**src/rtl/paint_draw_if.sv**
```systemverilog
// paint_draw_if
// Bundles the paint UI, rasterizer and VGA write-port signals of paint_draw_ctrl.
//   master : UI / rasterizer side. Drives the cursor, the request pulses and the pixel stream.
//   slave  : the controller. Drives the rasterizer request, the corners, the VGA write and the status flags.
interface paint_draw_if;
   logic [7:0] cursor_x;
   logic [7:0] cursor_y;
   logic [2:0] colour_in;
   logic       corner_set;
   logic       cancel;
   logic       clear_req;
   logic       rast_done;
   logic [7:0] rast_x;
   logic [7:0] rast_y;
   logic       rast_start;
   logic [7:0] rast_x0;
   logic [7:0] rast_y0;
   logic [7:0] rast_x1;
   logic [7:0] rast_y1;
   logic [7:0] vga_x;
   logic [6:0] vga_y;
   logic [2:0] vga_colour;
   logic       vga_plot;
   logic       busy;
   logic       armed;
   logic       draw_done;

   modport master (
      output cursor_x, cursor_y, colour_in, corner_set, cancel, clear_req,
             rast_done, rast_x, rast_y,
      input  rast_start, rast_x0, rast_y0, rast_x1, rast_y1,
             vga_x, vga_y, vga_colour, vga_plot, busy, armed, draw_done
   );

   modport slave (
      input  cursor_x, cursor_y, colour_in, corner_set, cancel, clear_req,
             rast_done, rast_x, rast_y,
      output rast_start, rast_x0, rast_y0, rast_x1, rast_y1,
             vga_x, vga_y, vga_colour, vga_plot, busy, armed, draw_done
   );
endinterface

```
**src/rtl/paint_draw_ctrl.sv**
```systemverilog
// paint_draw_ctrl
// Sequences the paint UI onto the shared rectangle rasterizer and the VGA write port.
// It captures two cursor corners, runs the rasterizer and forwards its pixels with a
// registered plot strobe. It also owns a full-screen clear sweep, and holds one clear
// request queued while the port is busy.
// Ports:
//   clk     system clock
//   resetn  asynchronous active-low reset
//   bus     paint_draw_if.slave: UI inputs, rasterizer handshake, VGA write, status
//
// state    | meaning
// ---------+------------------------------------------------------
// S_IDLE   | nothing running; accepts clear or corner 1
// S_ARMED  | corner 1 latched, waiting for corner 2
// S_LAUNCH | rast_start high, waiting for rast_done to drop (watchdog)
// S_DRAW   | forwarding the rasterizer pixel stream
// S_CLEAR  | full-screen sweep with CLEAR_COLOUR
module paint_draw_ctrl #(
   parameter int         SCREEN_W     = 160,
   parameter int         SCREEN_H     = 120,
   parameter logic [2:0] CLEAR_COLOUR = 3'b000
) (
   input logic         clk,
   input logic         resetn,
   paint_draw_if.slave bus
);
   localparam logic [7:0] X_MAX   = 8'(SCREEN_W - 1);
   localparam logic [7:0] Y_MAX   = 8'(SCREEN_H - 1);
   localparam logic [6:0] CY_MAX  = 7'(SCREEN_H - 1);
   localparam logic [3:0] WD_LOAD = 4'd15;

   typedef enum logic [2:0] {S_IDLE, S_ARMED, S_LAUNCH, S_DRAW, S_CLEAR} state_t;

   state_t     state, state_nxt;
   logic [3:0] wd_cnt;
   logic [7:0] cx;
   logic [6:0] cy;
   logic       clear_pend;
   logic [2:0] colour_q;
   logic       latch_c1, latch_c2, fwd_pix, clr_pix, op_done, pend_set, pend_clr;
   logic [7:0] cur_x_clamp, cur_y_clamp;
   logic       unused_rast_y7;

   assign cur_x_clamp    = (bus.cursor_x > X_MAX) ? X_MAX : bus.cursor_x;
   assign cur_y_clamp    = (bus.cursor_y > Y_MAX) ? Y_MAX : bus.cursor_y;
   assign unused_rast_y7 = bus.rast_y[7];

   always_ff @(posedge clk or negedge resetn) begin
      if (!resetn) state <= S_IDLE;
      else         state <= state_nxt;
   end

   always_comb begin
      state_nxt = state;
      latch_c1  = 1'b0;
      latch_c2  = 1'b0;
      fwd_pix   = 1'b0;
      clr_pix   = 1'b0;
      op_done   = 1'b0;
      pend_set  = 1'b0;
      pend_clr  = 1'b0;
      case (state)
         S_IDLE: begin
            if (bus.clear_req || clear_pend) begin
               state_nxt = S_CLEAR;
               pend_clr  = 1'b1;
            end else if (bus.corner_set) begin
               latch_c1  = 1'b1;
               state_nxt = S_ARMED;
            end
         end
         S_ARMED: begin
            if (bus.clear_req)       state_nxt = S_CLEAR;
            else if (bus.cancel)     state_nxt = S_IDLE;
            else if (bus.corner_set) begin
               latch_c2  = 1'b1;
               state_nxt = S_LAUNCH;
            end
         end
         S_LAUNCH: begin
            pend_set = bus.clear_req;
            // The first pixel arrives together with rast_done falling, so it is
            // forwarded from here to keep the one-cycle latency.
            if (!bus.rast_done) begin
               fwd_pix   = 1'b1;
               state_nxt = S_DRAW;
            end else if (wd_cnt == '0) begin
               op_done   = 1'b1;
               state_nxt = S_IDLE;
            end
         end
         S_DRAW: begin
            pend_set = bus.clear_req;
            if (bus.rast_done) begin
               op_done   = 1'b1;
               state_nxt = S_IDLE;
            end else begin
               fwd_pix = 1'b1;
            end
         end
         S_CLEAR: begin
            pend_set = bus.clear_req;
            clr_pix  = 1'b1;
            if (cx == X_MAX && cy == CY_MAX) begin
               op_done   = 1'b1;
               state_nxt = S_IDLE;
            end
         end
         default: state_nxt = S_IDLE;
      endcase
   end

   always_ff @(posedge clk or negedge resetn) begin
      if (!resetn) begin
         wd_cnt         <= WD_LOAD;
         cx             <= '0;
         cy             <= '0;
         clear_pend     <= 1'b0;
         colour_q       <= '0;
         bus.rast_start <= 1'b0;
         bus.rast_x0    <= '0;
         bus.rast_y0    <= '0;
         bus.rast_x1    <= '0;
         bus.rast_y1    <= '0;
         bus.vga_x      <= '0;
         bus.vga_y      <= '0;
         bus.vga_colour <= '0;
         bus.vga_plot   <= 1'b0;
         bus.busy       <= 1'b0;
         bus.armed      <= 1'b0;
         bus.draw_done  <= 1'b0;
      end else begin
         // Watchdog: sits at the load value outside LAUNCH, reaches zero on the 16th LAUNCH cycle.
         if (state != S_LAUNCH)  wd_cnt <= WD_LOAD;
         else if (wd_cnt != '0)  wd_cnt <= wd_cnt - 4'd1;

         // The sweep counters wrap to (0,0) after the last pixel, ready for the next clear.
         if (clr_pix) begin
            if (cx == X_MAX) begin
               cx <= '0;
               cy <= (cy == CY_MAX) ? '0 : cy + 7'd1;
            end else begin
               cx <= cx + 8'd1;
            end
         end

         if (pend_clr)      clear_pend <= 1'b0;
         else if (pend_set) clear_pend <= 1'b1;

         if (latch_c1) begin
            bus.rast_x0 <= cur_x_clamp;
            bus.rast_y0 <= cur_y_clamp;
         end
         if (latch_c2) begin
            bus.rast_x1 <= cur_x_clamp;
            bus.rast_y1 <= cur_y_clamp;
            colour_q    <= bus.colour_in;
         end

         bus.vga_plot <= fwd_pix | clr_pix;
         if (fwd_pix) begin
            bus.vga_x      <= bus.rast_x;
            bus.vga_y      <= bus.rast_y[6:0];
            bus.vga_colour <= colour_q;
         end else if (clr_pix) begin
            bus.vga_x      <= cx;
            bus.vga_y      <= cy;
            bus.vga_colour <= CLEAR_COLOUR;
         end

         bus.rast_start <= (state_nxt == S_LAUNCH) || (state_nxt == S_DRAW);
         bus.busy       <= (state_nxt == S_LAUNCH) || (state_nxt == S_DRAW) || (state_nxt == S_CLEAR);
         bus.armed      <= (state_nxt == S_ARMED);
         bus.draw_done  <= op_done;
      end
   end
endmodule
```
**src/flat_wrapper.sv**
```systemverilog
// flat-port wrapper written by rule: the top's interface ports become plain ports
module paint_draw_ctrl_flat 
#(
   parameter int         SCREEN_W     = 160,
   parameter int         SCREEN_H     = 120,
   parameter logic [2:0] CLEAR_COLOUR = 3'b000
)
  (clk, resetn, bus_cursor_x, bus_cursor_y, bus_colour_in, bus_corner_set, bus_cancel, bus_clear_req, bus_rast_done, bus_rast_x, bus_rast_y, bus_rast_start, bus_rast_x0, bus_rast_y0, bus_rast_x1, bus_rast_y1, bus_vga_x, bus_vga_y, bus_vga_colour, bus_vga_plot, bus_busy, bus_armed, bus_draw_done);
  paint_draw_if bus_i ();
  input logic clk;
  input logic resetn;
  input wire logic [$bits(bus_i.cursor_x)-1:0] bus_cursor_x;
  input wire logic [$bits(bus_i.cursor_y)-1:0] bus_cursor_y;
  input wire logic [$bits(bus_i.colour_in)-1:0] bus_colour_in;
  input wire logic [$bits(bus_i.corner_set)-1:0] bus_corner_set;
  input wire logic [$bits(bus_i.cancel)-1:0] bus_cancel;
  input wire logic [$bits(bus_i.clear_req)-1:0] bus_clear_req;
  input wire logic [$bits(bus_i.rast_done)-1:0] bus_rast_done;
  input wire logic [$bits(bus_i.rast_x)-1:0] bus_rast_x;
  input wire logic [$bits(bus_i.rast_y)-1:0] bus_rast_y;
  output wire logic [$bits(bus_i.rast_start)-1:0] bus_rast_start;
  output wire logic [$bits(bus_i.rast_x0)-1:0] bus_rast_x0;
  output wire logic [$bits(bus_i.rast_y0)-1:0] bus_rast_y0;
  output wire logic [$bits(bus_i.rast_x1)-1:0] bus_rast_x1;
  output wire logic [$bits(bus_i.rast_y1)-1:0] bus_rast_y1;
  output wire logic [$bits(bus_i.vga_x)-1:0] bus_vga_x;
  output wire logic [$bits(bus_i.vga_y)-1:0] bus_vga_y;
  output wire logic [$bits(bus_i.vga_colour)-1:0] bus_vga_colour;
  output wire logic [$bits(bus_i.vga_plot)-1:0] bus_vga_plot;
  output wire logic [$bits(bus_i.busy)-1:0] bus_busy;
  output wire logic [$bits(bus_i.armed)-1:0] bus_armed;
  output wire logic [$bits(bus_i.draw_done)-1:0] bus_draw_done;
  assign bus_i.cursor_x = bus_cursor_x;
  assign bus_i.cursor_y = bus_cursor_y;
  assign bus_i.colour_in = bus_colour_in;
  assign bus_i.corner_set = bus_corner_set;
  assign bus_i.cancel = bus_cancel;
  assign bus_i.clear_req = bus_clear_req;
  assign bus_i.rast_done = bus_rast_done;
  assign bus_i.rast_x = bus_rast_x;
  assign bus_i.rast_y = bus_rast_y;
  assign bus_rast_start = bus_i.rast_start;
  assign bus_rast_x0 = bus_i.rast_x0;
  assign bus_rast_y0 = bus_i.rast_y0;
  assign bus_rast_x1 = bus_i.rast_x1;
  assign bus_rast_y1 = bus_i.rast_y1;
  assign bus_vga_x = bus_i.vga_x;
  assign bus_vga_y = bus_i.vga_y;
  assign bus_vga_colour = bus_i.vga_colour;
  assign bus_vga_plot = bus_i.vga_plot;
  assign bus_busy = bus_i.busy;
  assign bus_armed = bus_i.armed;
  assign bus_draw_done = bus_i.draw_done;
  paint_draw_ctrl #(.SCREEN_W(SCREEN_W), .SCREEN_H(SCREEN_H), .CLEAR_COLOUR(CLEAR_COLOUR)) u_core (.clk(clk), .resetn(resetn), .bus(bus_i));
endmodule
```
**config.mk**
```make
export PLATFORM = sky130hd
export DESIGN_NAME = paint_draw_ctrl_flat
export DESIGN_NICKNAME = d
export VERILOG_FILES = /design/src/rtl/paint_draw_if.sv /design/src/rtl/paint_draw_ctrl.sv /design/src/flat_wrapper.sv
export SDC_FILE = /design/constraint.sdc
export NUM_CORES = 1
export LEC_CHECK = 0
export CAP_MARGIN = 20
export CORE_MARGIN = 2
export CORE_UTILIZATION = 48
export DETAILED_ROUTE_END_ITERATION = 16
export PLACE_DENSITY = 0.85
export SYNTH_ARGS = -nofsm -noshare
export SYNTH_HDL_FRONTEND = slang
export SYNTH_SLANG_ARGS = --single-unit
```
**constraint.sdc**
```tcl
create_clock -name clk -period 2.3 [get_ports clk]
set_input_delay 0.46 -clock clk [delete_from_list [all_inputs] [get_ports clk]]
set_output_delay 0.46 -clock clk [all_outputs]
set_load 0.01 [all_outputs]
```
### Yosys cells after proc, flatten, opt, wreduce, memory -nomap -nowiden

Cells that the tools add are included.

| word-level totals | value |
|---|---|
| output and inout bits | 55 |
| bits of input ports | 41 |
| bits in registers | 81 |
| word-level logic and storage cells | 89 |

| operators by class | value |
|---|---|
| eq/ne operators | 11 |
| add/subtract/negate cells | 3 |
| mux-type cells | 41 |
| bitwise operators | 1 |
| reduce and logical (&&, ||, !) cells | 13 |
| order comparisons | 2 |

Operator list:

| operator | number |
|---|---|
| $mux W8 | 5 |
| $mux W3 | 11 |
| $mux W7 | 3 |
| $mux W1 | 18 |
| $pmux W3 S5 | 1 |
| $eq A3 B2 Y1 const B | 4 |
| $add A8 B1 Y8 const B | 1 |
| $eq A8 B8 Y1 const B | 1 |
| $gt A8 B7 Y1 const B | 1 |
| $gt A8 B8 Y1 const B | 1 |
| $mux W4 | 2 |
| $add A7 B1 Y7 const B | 1 |
| $eq A7 B7 Y1 const B | 1 |
| $eq A3 B1 Y1 const B | 2 |
| $eq A3 B3 Y1 const B | 2 |
| $reduce_bool A2 Y1 | 3 |
| $logic_not A4 Y1 | 1 |
| $reduce_bool A4 Y1 | 1 |
| $sub A4 B1 Y4 const B | 1 |
| $logic_not A3 Y1 | 1 |
| $logic_or A1 B1 Y1 | 3 |
| $ne A3 B2 Y1 const B | 1 |
| $pmux W1 S3 | 1 |
| $reduce_or A3 Y1 | 1 |
| other kinds (4) | 4 |

### Longest topological paths before layout

Gate-level depths: netlist of the first run.

| logic depth | value |
|---|---|
| depth after elaboration | 7 |
| mapped depth | 7 |
| mapped depth without buffers | 6 |

### Worst setup path before layout of the first run

OpenSTA, ideal clock, no wires.

| timing path | value |
|---|---|
| path kind | reg-to-reg |
| from | reg u_core.state[1] |
| to | reg u_core.cy[0] |
| arrival time | 1624 ps |
| path slack | 552 ps |
| setup time | 125 ps |
| stages on the path, launching flop included | 6 |
| period minus slack after synthesis | 1748 ps |
| cell sequence | dfrtp_1 buf_6 or3b_1 buf_6 nor3_4 mux2_2 |

| on the way | value |
|---|---|
| word-level cells in the longest chain between the ends | 3 |

RTL lines:

| element | RTL line | source |
|---|---|---|
| from (decl) | paint_draw_ctrl.sv:34 | `state_t state, state_nxt;` |
| from (signal assigned) | paint_draw_ctrl.sv:50 | `else state <= state_nxt;` |
| $eq A3 B3 Y1 | paint_draw_ctrl.sv:62 | `case (state)` |
| $mux W1 | paint_draw_ctrl.sv:62 |  |
| $reduce_and A2 Y1 (no line) | -- |  |
| to (signal assigned) | paint_draw_ctrl.sv:141 | `cy <= (cy == CY_MAX) ? '0 : cy + 7'd1;` |
| to (decl) | paint_draw_ctrl.sv:37 | `logic [6:0] cy;` |

No other way between the ends.
A chain may end at the register's enable or synchronous reset.

### Worst setup path in the final report of the first run

| timing path | value |
|---|---|
| from | reg u_core.state[2] |
| to | reg u_core.cy[0] |

Same word-level chain as after synthesis.

==> impl_metrics.tcl, run 1 <==
set metrics [dict create \
    fill_cells 523 \
    die-area_um2 7870 \
    rr_endpoint "u_core.cy[0]" \
    dp_hpwl_um 5710 \
    coreArea_um2 6870 \
    p_switching_mw 1.29 \
    drt_iter0_drc 144 \
    wire_per_inst_um 14.6 \
    syn_inst 334 \
    hold_viol 0 \
    clkSinkCount 81 \
    place_congestion 0.841 \
    rsz0062_at_grt "no" \
    postCtsHoldBufs 0 \
    synthAdderAreaFrac_pct 1.09 \
    antenna_found_initial 0 \
    insertion_delay_ns 0.35 \
    clk_pin_slew_ns 0.08 \
    grt_pass1_vias 2706 \
    path_delay_family "simple AND/OR/NAND/NOR gates" \
    cts_resized 0 \
    synth_area_per_cell_um2 10.3 \
    vias 2753 \
    critPathMaxStageDelay_ns 0.56 \
    fin_worst_skew_ns 0.0109 \
    path_cells "or3b_1 -> nor3_4 -> mux2_2" \
    start_util_pct 50.1 \
    p_comb_share_pct 29.9 \
    r2r-start "u_core.state[2]" \
    vias_per_cell 5.15 \
    synthMuxAreaShare_pct 1.60 \
    drv_slew 0 \
    fin_tns_setup_ns 0 \
    io_pins 96 \
    crit_path_end_kind "register" \
    async_reset_ff_share_pct 100 \
    p_int_mw 2.71 \
    cts_tree "done" \
    grt_overflow 0 \
    slowest_stage "or3b_1" \
    portBuffers 94 \
    seq_area_frac_synth_pct 59.0 \
    syn_nets 378 \
    yosys_register_bits 81 \
    ir_worst_vdd_mv 0.329 \
    fin_ws_ns 0.350 \
    row_count 30 \
    timing.final.crit_period_ns 1.95 \
    grt_use_total_pct 21.1 \
    status "finished, final reports clean" \
    ant_nets 0 \
    drtPass1Iterations 4 \
    syn_area_um2 3440 \
    pre_cts_slack_ns 0.228 \
    start_kind "register" \
    r2r_slack_ns 0.35 \
    clock-root-buffer "clkbuf_8" \
    setup_viol 0 \
    power_frac_clock_pct 22.1 \
    synth_xor_area_share_pct 2.54 \
    synth_top_family_by_area "simple AND/OR/NAND/NOR gates" \
    ys.flop_type "dfrtp_1" \
    crit_buf_inv 0 \
    cts-buffers-inserted 9 \
    hp-class "input port to asynchronous set/reset pin" \
    swShare_pct 32.1 \
    synth_simple_gate_area_share_pct 22.1 \
    die_y_um 88.7 \
    grt_max_degree 42 \
    cp.depth 3 \
    antenna-diode-count 0 \
    drive_above_1_share_pct 9.79 \
    wirelength_um 7830 \
    cts_max_level 3 \
    die_x_um 88.7 \
    yosysUniqueCellTypes 48 \
    fin_crit_sh_pct 84.8 \
    drcViolationCount 0 \
    p_leak_nw 2.11 \
    worstPathMaxFanout 9 \
    synth_compound_area_share_pct 10.8 \
    critPathKind "register to register" \
    cp.required_ns 2.54 \
    worstRegToRegCells 3 \
    maxCapViolCount 0 \
    pwr-share-seq_pct 47.9 \
    grt_first_pass_wirelength_um 12700 \
    pwr_density_cell_nw_per_um2 853 \
    worst_pin_slew_ns 0.796 \
    timing.fmax_mhz 513 \
    cts_setup_buffers 0 \
    max_slew_margin_pct 46.9 \
    worstPathArrival_ns 2.19 \
    yosysWarnings 0 \
    synth-edff-count 0 \
    fin_nets 478 \
    cts_buffer_depth 2 \
    area_growth_pct 36.1 \
]
==> per-stage QoR <==
stage / instance area [µm²] / hold WS (ns) / total power [mW] / cells / util (%)
finish: 4690 / 0.0816 / 4.00 / 535 / 68.3
CTS: 4690 / 0.104 / 4.03 / 535 / 68.3
floorplan: 3440 / 0.164 / 2.51 / 334 / -
detailed placement: 4530 / 0.463 / 3.15 / 519 / 65.9
global route: 4690 / 0.125 / 4.25 / 535 / 68.3
global placement: 4530 / 0.458 / 3.09 / 519 / 65.9
==> power groups by stage <==
| stage | registers (mW) | logic [mW] | clock network [mW] |
|---|---|---|---|
| 3_5_place_dp | 1.94 | 1.21 | 0 |
| 6_report | 1.92 | 1.20 | 0.884 |
| 3_3_place_gp | 1.93 | 1.17 | 0 |
| 2_1_floorplan | 1.98 | 0.539 | 0 |
| 4_1_cts | 1.92 | 1.21 | 0.899 |
| 5_1_grt | 1.96 | 1.33 | 0.967 |
==> area by class of cell <==
class / count / area [µm²] / share of cell area (%)
inverter: 5 / 18.8 / 0.400
timing repair buffer: 105 / 1030 / 22.0
clock buffer: 10 / 128 / 2.72
multi-input combinational: 232 / 1320 / 28.2
clock inverter: 6 / 35.0 / 0.747
tap: 96 / 120 / 2.56
sequential: 81 / 2030 / 43.3
==> cell usage in the layout, fill, tap and decap left out, types with 3 or more instances in the layout <==
master | Yosys | routed
a21oi_1 | 4 | 4
a22o_1 | 3 | 3
a22oi_1 | 14 | 14
buf_4 | 1 | 11
clkbuf_8 | 0 | 9
clkdlybuf4s50_1 | 0 | 93
clkinv_2 | 0 | 4
dfrtp_1 | 77 | 77
dfstp_2 | 4 | 4
ha_1 | 3 | 3
inv_1 | 5 | 5
mux2_2 | 4 | 4
nand2_1 | 85 | 85
nand2b_1 | 4 | 4
nand3_1 | 6 | 6
nor2_1 | 24 | 24
nor2b_1 | 3 | 3
nor3b_1 | 6 | 4
o21ai_0 | 32 | 32
or3_1 | 3 | 3
xnor2_1 | 8 | 8
==> how the worst max path moves through the flow <==
| stage | to | from | slack (ns) |
|---|---|---|---|
| 2_1_floorplan | u_core.cy[0] | u_core.state[1] | 0.55 |
| 4_1_cts | u_core.cy[1] | u_core.state[1] | 0.37 |
| 3_3_place_gp | u_core.bus.vga_colour[0] | bus_rast_done | 0.31 |
| 6_report | u_core.cy[0] | u_core.state[2] | 0.35 |
| 5_1_grt | u_core.cy[1] | u_core.state[2] | 0.28 |
| 3_5_place_dp | u_core.bus.rast_y1[6] | bus_clear_req | 0.23 |
==> worst register-to-register path: cells and delay by family, from the launching register on <==
kind	cells	cell delay [ns]
and+or+nand+nor	2	0.94
DFF	1	0.52
muxes	1	0.38
==> flip-flops by register name, summed over array words and instances, names as in the netlist, 3 cells and up <==
| signal | cells |
|---|---|
| u_core.bus.rast_x0 | 8 |
| u_core.bus.rast_x1 | 8 |
| u_core.bus.rast_y0 | 8 |
| u_core.bus.rast_y1 | 8 |
| u_core.bus.vga_x | 8 |
| u_core.cx | 8 |
| u_core.bus.vga_y | 7 |
| u_core.cy | 7 |
| u_core.wd_cnt | 4 |
| u_core.bus.vga_colour | 3 |
| u_core.colour_q | 3 |
| u_core.state | 3 |
==> routing by layer <==
| metal | routed length [µm] | up-vias | GRT usage, % |
|---|---|---|---|
| li1 | - | 1334 | - |
| met1 | 3440 | 1344 | 27.8 |
| met2 | 3960 | 58 | 33.4 |
| met3 | 215 | 17 | 3.54 |
| met4 | 211 | 0 | 11.4 |
| met5 | 0 | - | 0 |
==> synthesized netlist by cell type (2+ instances only) <==
cell / count / area [µm²]
xnor2_1: 8 / 70.1
nor3b_1: 6 / 45.0
and2_1: 2 / 12.5
mux2_2: 4 / 45.0
clkbuf_1: 9 / 33.8
buf_6: 2 / 22.5
nand3b_1: 2 / 15.0
nand2_1: 85 / 319
nor3_1: 2 / 10.0
or3_1: 3 / 18.8
nor2b_1: 3 / 18.8
buf_2: 3 / 15.0
nand4_1: 2 / 12.5
dfstp_2: 4 / 105
nor2_1: 24 / 90.1
nor4_1: 2 / 12.5
nand4bb_1: 2 / 22.5
a21oi_1: 4 / 20.0
xor2_1: 2 / 17.5
a22oi_1: 14 / 105
nand3_1: 6 / 30.0
a22o_1: 3 / 26.3
nand2b_1: 4 / 25.0
inv_1: 5 / 18.8
dfrtp_1: 77 / 1930
o21ai_0: 32 / 160
ha_1: 3 / 37.5
==> logic make-up (layout without fill, tap and decap cells) <==
group                    after synthesis  after routing
AO/OA/AOI/OAI                         60             60
XOR/XNOR                              10             10
adder cells (fa/ha/maj)                3              3
buffers and inverters                 21            126
flip-flops                            81             81
multiplexers                           5              5
AND/OR/NAND/NOR                      154            154
No activity file was read; power rests on OpenSTA's default activity.
==> inputs of run 2 (changes only) <==
==> constraint.sdc (replaced) <==
create_clock -name clk -period 1.85 [get_ports clk]
set_input_delay 0.37 -clock clk [delete_from_list [all_inputs] [get_ports clk]]
set_output_delay 0.37 -clock clk [all_outputs]
set_load 0.01 [all_outputs]
==> impl_metrics.tcl, run 2 (synthesis results as in run 1) <==
set metrics [dict create \
    status "finished, final reports clean" \
    dpl_cell_area_um2 4600 \
    pre_cts_slack_ns -0.109 \
    path_delay_family "simple AND/OR/NAND/NOR gates" \
    grt-busiest-layer "met2" \
    wirelength_um 8210 \
    finalNonFillerCells 544 \
    coreArea_um2 6870 \
    pwr_density_cell_nw_per_um2 1090 \
    start_util_pct 50.1 \
    ant_nets 0 \
    cts_setup_buffers 0 \
    worstPathMaxFanout 4 \
    fin_area_um2 4820 \
    wire_per_inst_um 15.1 \
    area_growth_pct 39.9 \
    timing.final.crit_period_ns 1.68 \
    drt_iter0_drc 193 \
    maxCapViolCount 0 \
    critPathKind "register to register" \
    die_y_um 88.7 \
    antenna_found_initial 0 \
    use_met2_pct 35.7 \
    r2r_slack_ns 0.17 \
    die-area_um2 7870 \
    hp-class "input port to asynchronous set/reset pin" \
    setup_viol 0 \
    r2r-start "u_core.wd_cnt[0]" \
    fin_worst_skew_ns 0.0101 \
    insertion_delay_ns 0.35 \
    row_count 30 \
    rr_endpoint "u_core.bus.busy" \
    mostFrequentLayoutCell "clkdlybuf4s50_1" \
    ir_worst_vdd_mv 0.422 \
    vias 2803 \
    grt_overflow 0 \
    vias_per_cell 5.15 \
    place_inst 527 \
    rsz0062_at_grt "no" \
    max_slew_margin_pct 69.3 \
    slowest_stage "dfstp_2" \
    holdWs_ns 0.467 \
    cp.required_ns 2.07 \
    timing.fmax_mhz 596 \
    crit_buf_inv 1 \
    drtPass1Iterations 4 \
    fill_cells 499 \
    fin_nets 487 \
    die_x_um 88.7 \
    grt_use_total_pct 21.9 \
    worstPathArrival_ns 1.90 \
    crit_path_end_kind "register" \
    clock-root-buffer "clkbuf_8" \
    portBuffers 94 \
    drcViolationCount 0 \
    grt_first_pass_wirelength_um 13100 \
    path_cells "inv_1 -> ha_1 -> nor3b_1 -> nor2b_1 -> or3_1 -> nand3b_1" \
    final_util_pct 70.2 \
    cts_buffer_depth 2 \
    grt_pass1_vias 2697 \
    fin_ws_ns 0.171 \
    clk_pin_slew_ns 0.08 \
    fin_tns_setup_ns 0 \
    grtUsageMet3_pct 2.99 \
    start_kind "register" \
    antenna-diode-count 0 \
    cts_max_level 3 \
    p_leak_nw 2.18 \
    drv_slew 0 \
    worstRegToRegCells 6 \
    total_power_mw 5.25 \
    worst_pin_slew_ns 0.460 \
    place_congestion 0.871 \
    cts_tree "done" \
    clkSinkCount 81 \
    fin_crit_sh_pct 90.8 \
    critPathMaxStageDelay_ns 0.37 \
    hold_viol 0 \
    grt_max_degree 34 \
    io_pins 96 \
    drive_above_1_share_pct 11.8 \
    cts-buffers-inserted 9 \
    dp_hpwl_um 5960 \
    grt_use_met1_pct 29.1 \
    final_cell_mix "clkdlybuf4s50_1 (93), nand2_1 (85), dfrtp_1 (77)" \
]
[run 2: cell count changes in the layout (fill, tap and decap cells not counted), sizes merged]
cell	before	now
bufinv	0	1
clkbuf	10	11
clkinv	4	2
buf	12	20
dlygate4sd3	0	1
[run 2: cell type report]
type                    instances  area [µm²]  share of cell area [%]
inverters                       5        18.8                   0.389
multi-input cells             232        1340                    27.7
clock buffers                  11         141                    2.93
flip-flops and latches         81        2030                    42.2
well taps                      96         120                    2.49
repair buffers                114        1120                    23.2
clock inverters                 5        55.1                    1.14
[run 2: what timing repair did]
action,in CTS,in global routing
hold endpoints to repair,22,0
hold buffers,1,0
setup endpoints to repair,0,8
gates resized for setup,0,3
[run 2: report_power, final]
part           total [mW]  switching [mW]  internal (mW)
logic                1.59           0.744          0.846
registers            2.38           0.271           2.11
clock network        1.28           0.625          0.656
total                5.25            1.64           3.61
[run 2: worst max-delay path by stage]
stage,startpoint,end,slack (ns),cells after the start
finish,u_core.wd_cnt[0],u_core.bus.busy,0.17,6
global placement,bus_rast_done,u_core.bus.vga_colour[0],-0.04,4
floorplan,u_core.state[1],u_core.cy[0],0.10,5
global route,u_core.wd_cnt[0],u_core.bus.busy,0.05,6
detailed placement,bus_rast_done,u_core.bus.vga_x[5],-0.11,5
CTS,u_core.state[0],u_core.bus.vga_y[2],0.09,6
[run 2: metal layers]
metal	vias to the layer above	routed length [µm]
met4	0	207
met1	1377	3560
li1	1353	-
met2	57	4240
met3	16	208
met5	-	0
==> inputs of run 3 (changes only) <==
--- a/config.mk
+++ b/config.mk
@@ -6,10 +6,13 @@
 export NUM_CORES = 1
 export LEC_CHECK = 0
 export CAP_MARGIN = 20
+export CELL_PAD_IN_SITES_DETAIL_PLACEMENT = 1
+export CELL_PAD_IN_SITES_GLOBAL_PLACEMENT = 2
 export CORE_MARGIN = 2
-export CORE_UTILIZATION = 48
+export CORE_UTILIZATION = 29
 export DETAILED_ROUTE_END_ITERATION = 16
-export PLACE_DENSITY = 0.85
+export PLACE_DENSITY = 0.84
+export RECOVER_POWER = 25
 export SYNTH_ARGS = -nofsm -noshare
 export SYNTH_HDL_FRONTEND = slang
 export SYNTH_SLANG_ARGS = --single-unit
==> impl_metrics.tcl, run 3 (synthesis results as in run 1) <==
set metrics [dict create \
    violations "DRC" \
    die_x_um 113 \
    rsz0062_at_grt "no" \
    grt_pass1_vias 3103 \
    p_int_mw 4.30 \
    clkSinkCount 81 \
    critPathMaxStageDelay_ns 0.39 \
    path_cells "ha_1 -> nand3_1 -> buf_4 -> nor4_4 -> xnor2_1 -> nor2_1" \
    clk_pin_slew_ns 0.06 \
    portBuffers 94 \
    grt_max_degree 34 \
    antenna-diode-count 0 \
    multi_input_area_um2 1330 \
    pre_cts_slack_ns -0.160 \
    area_growth_pct 45.4 \
    p_switching_mw 1.70 \
    max_slew_margin_pct 45.9 \
    ant_nets 0 \
    place_congestion 0.760 \
    final_cell_mix "clkdlybuf4s50_1 (93), nand2_1 (85), dfrtp_1 (77)" \
    timing.fmax_mhz 583 \
    swShare_pct 28.3 \
    grt_overflow 0 \
    die-area_um2 12800 \
    fill_cells 1306 \
    cts_buffer_depth 2 \
    setup_viol 0 \
    io_pins 96 \
    p_leak_nw 2.25 \
    status "finished, violations left" \
    fin_worst_skew_ns 0.00871 \
    final_util_pct 43.5 \
    cts_tree "done" \
    fin_nets 489 \
    vias_per_cell 4.73 \
    pwr-share-seq_pct 39.7 \
    worst_pin_slew_ns 0.810 \
    timing.final.crit_period_ns 1.72 \
    worstPathMaxFanout 7 \
    power_frac_clock_pct 33.8 \
    worstPathArrival_ns 1.93 \
    start_util_pct 29.9 \
    fin_crit_sh_pct 92.7 \
    grt_use_total_pct 15.1 \
    clock-root-buffer "clkbuf_16" \
    hold_viol 0 \
    maxCapViolCount 0 \
    place_inst 576 \
    drv_slew 0 \
    p_comb_share_pct 26.5 \
    slowest_stage "dfrtp_1" \
    hp-class "register to register" \
    dp_hpwl_um 6850 \
    pwr_density_cell_nw_per_um2 1200 \
    finalNonFillerCells 593 \
    cts-buffers-inserted 9 \
    fin_ws_ns 0.135 \
    die_y_um 113 \
    row_count 39 \
    wirelength_um 9180 \
    coreArea_um2 11500 \
    drive_above_1_share_pct 12.2 \
    start_kind "register" \
    final-seq-area_um2 2030 \
    cts_setup_buffers 0 \
    cp.required_ns 2.06 \
    drt_iter0_drc 111 \
    ir_worst_vdd_mv 0.493 \
    wire_per_inst_um 15.5 \
    drtPass1Iterations 10 \
    drcViolationCount 2 \
    crit_path_end_kind "register" \
    critPathKind "register to register" \
    antenna_found_initial 0 \
    grt_first_pass_wirelength_um 15300 \
    insertion_delay_ns 0.33 \
    vias 2807 \
    cts_max_level 3 \
    mostFrequentLayoutCell "clkdlybuf4s50_1" \
]
-- run 3: layout make-up --
type	instances	share of cell area (%)
inverter	5	0.375
timing repair buffer	116	22.0
clock inverter	5	2.05
sequential	81	40.6
tap	143	3.57
clock buffer	11	4.85
multi-input combinational	232	26.6
-- run 3: critical path: cells and delay by family (launching register included) --
family | cells | cell delay (ns)
XOR/XNOR | 1 | 0.18
adder cells (fa/ha/maj) | 1 | 0.19
buffers and inverters | 1 | 0.26
flip-flops | 1 | 0.39
AND/OR/NAND/NOR | 3 | 0.57
-- run 3: worst paths after layout --
kind / start / endpoint / slack [ns] / cells past startpoint
min reg2reg: u_core.bus.vga_x[3] / u_core.bus.vga_x[3] / 0.47 / 2
min: u_core.bus.vga_x[3] / u_core.bus.vga_x[3] / 0.47 / 2
max: u_core.cx[1] / u_core.cy[4] / 0.13 / 6
max in group asynchronous: resetn / u_core.bus.rast_x1[7] / 0.27 / 3
min in group asynchronous: resetn / u_core.cy[1] / 0.65 / 2
max reg2reg: u_core.cx[1] / u_core.cy[4] / 0.13 / 6
-- run 3: power groups by stage --
stage               registers, mW  logic (mW)  clock network [mW]
finish                       2.38        1.59                2.03
floorplan                    2.46       0.670                   0
global route                 2.43        1.77                2.13
detailed placement           2.41        1.62                   0
global placement             2.39        1.55                   0
CTS                          2.38        1.63                2.07
-- run 3: per-layer routing --
layer	share of wire (%)	track usage (%)	vias up
met2	53	26.9	37
li1	-	-	1360
met3	3.2	3.00	8
met1	42	18.5	1402
met5	0	0	-
met4	1.1	4.63	0
-- run 3: timing repair --
item / in CTS / in global routing
gates resized for setup: 0 / 2
endpoints found under the hold margin: 22 / 0
hold buffers: 1 / 0
endpoints found under the setup margin: 0 / 5
-- run 3: stage by stage --
| stage | hold WS [ns] | cell area [µm²] | power (mW) | TNS, ns |
|---|---|---|---|---|
| after floorplan | 0.0744 | 3440 | 3.13 | 0 |
| after global placement | 0.331 | 4660 | 3.95 | -1.65 |
| after detailed placement | 0.329 | 4660 | 4.03 | -4.10 |
| after CTS | 0.478 | 5010 | 6.08 | 0 |
| after global routing | 0.512 | 5010 | 6.33 | 0 |
| final | 0.470 | 5010 | 5.99 | 0 |
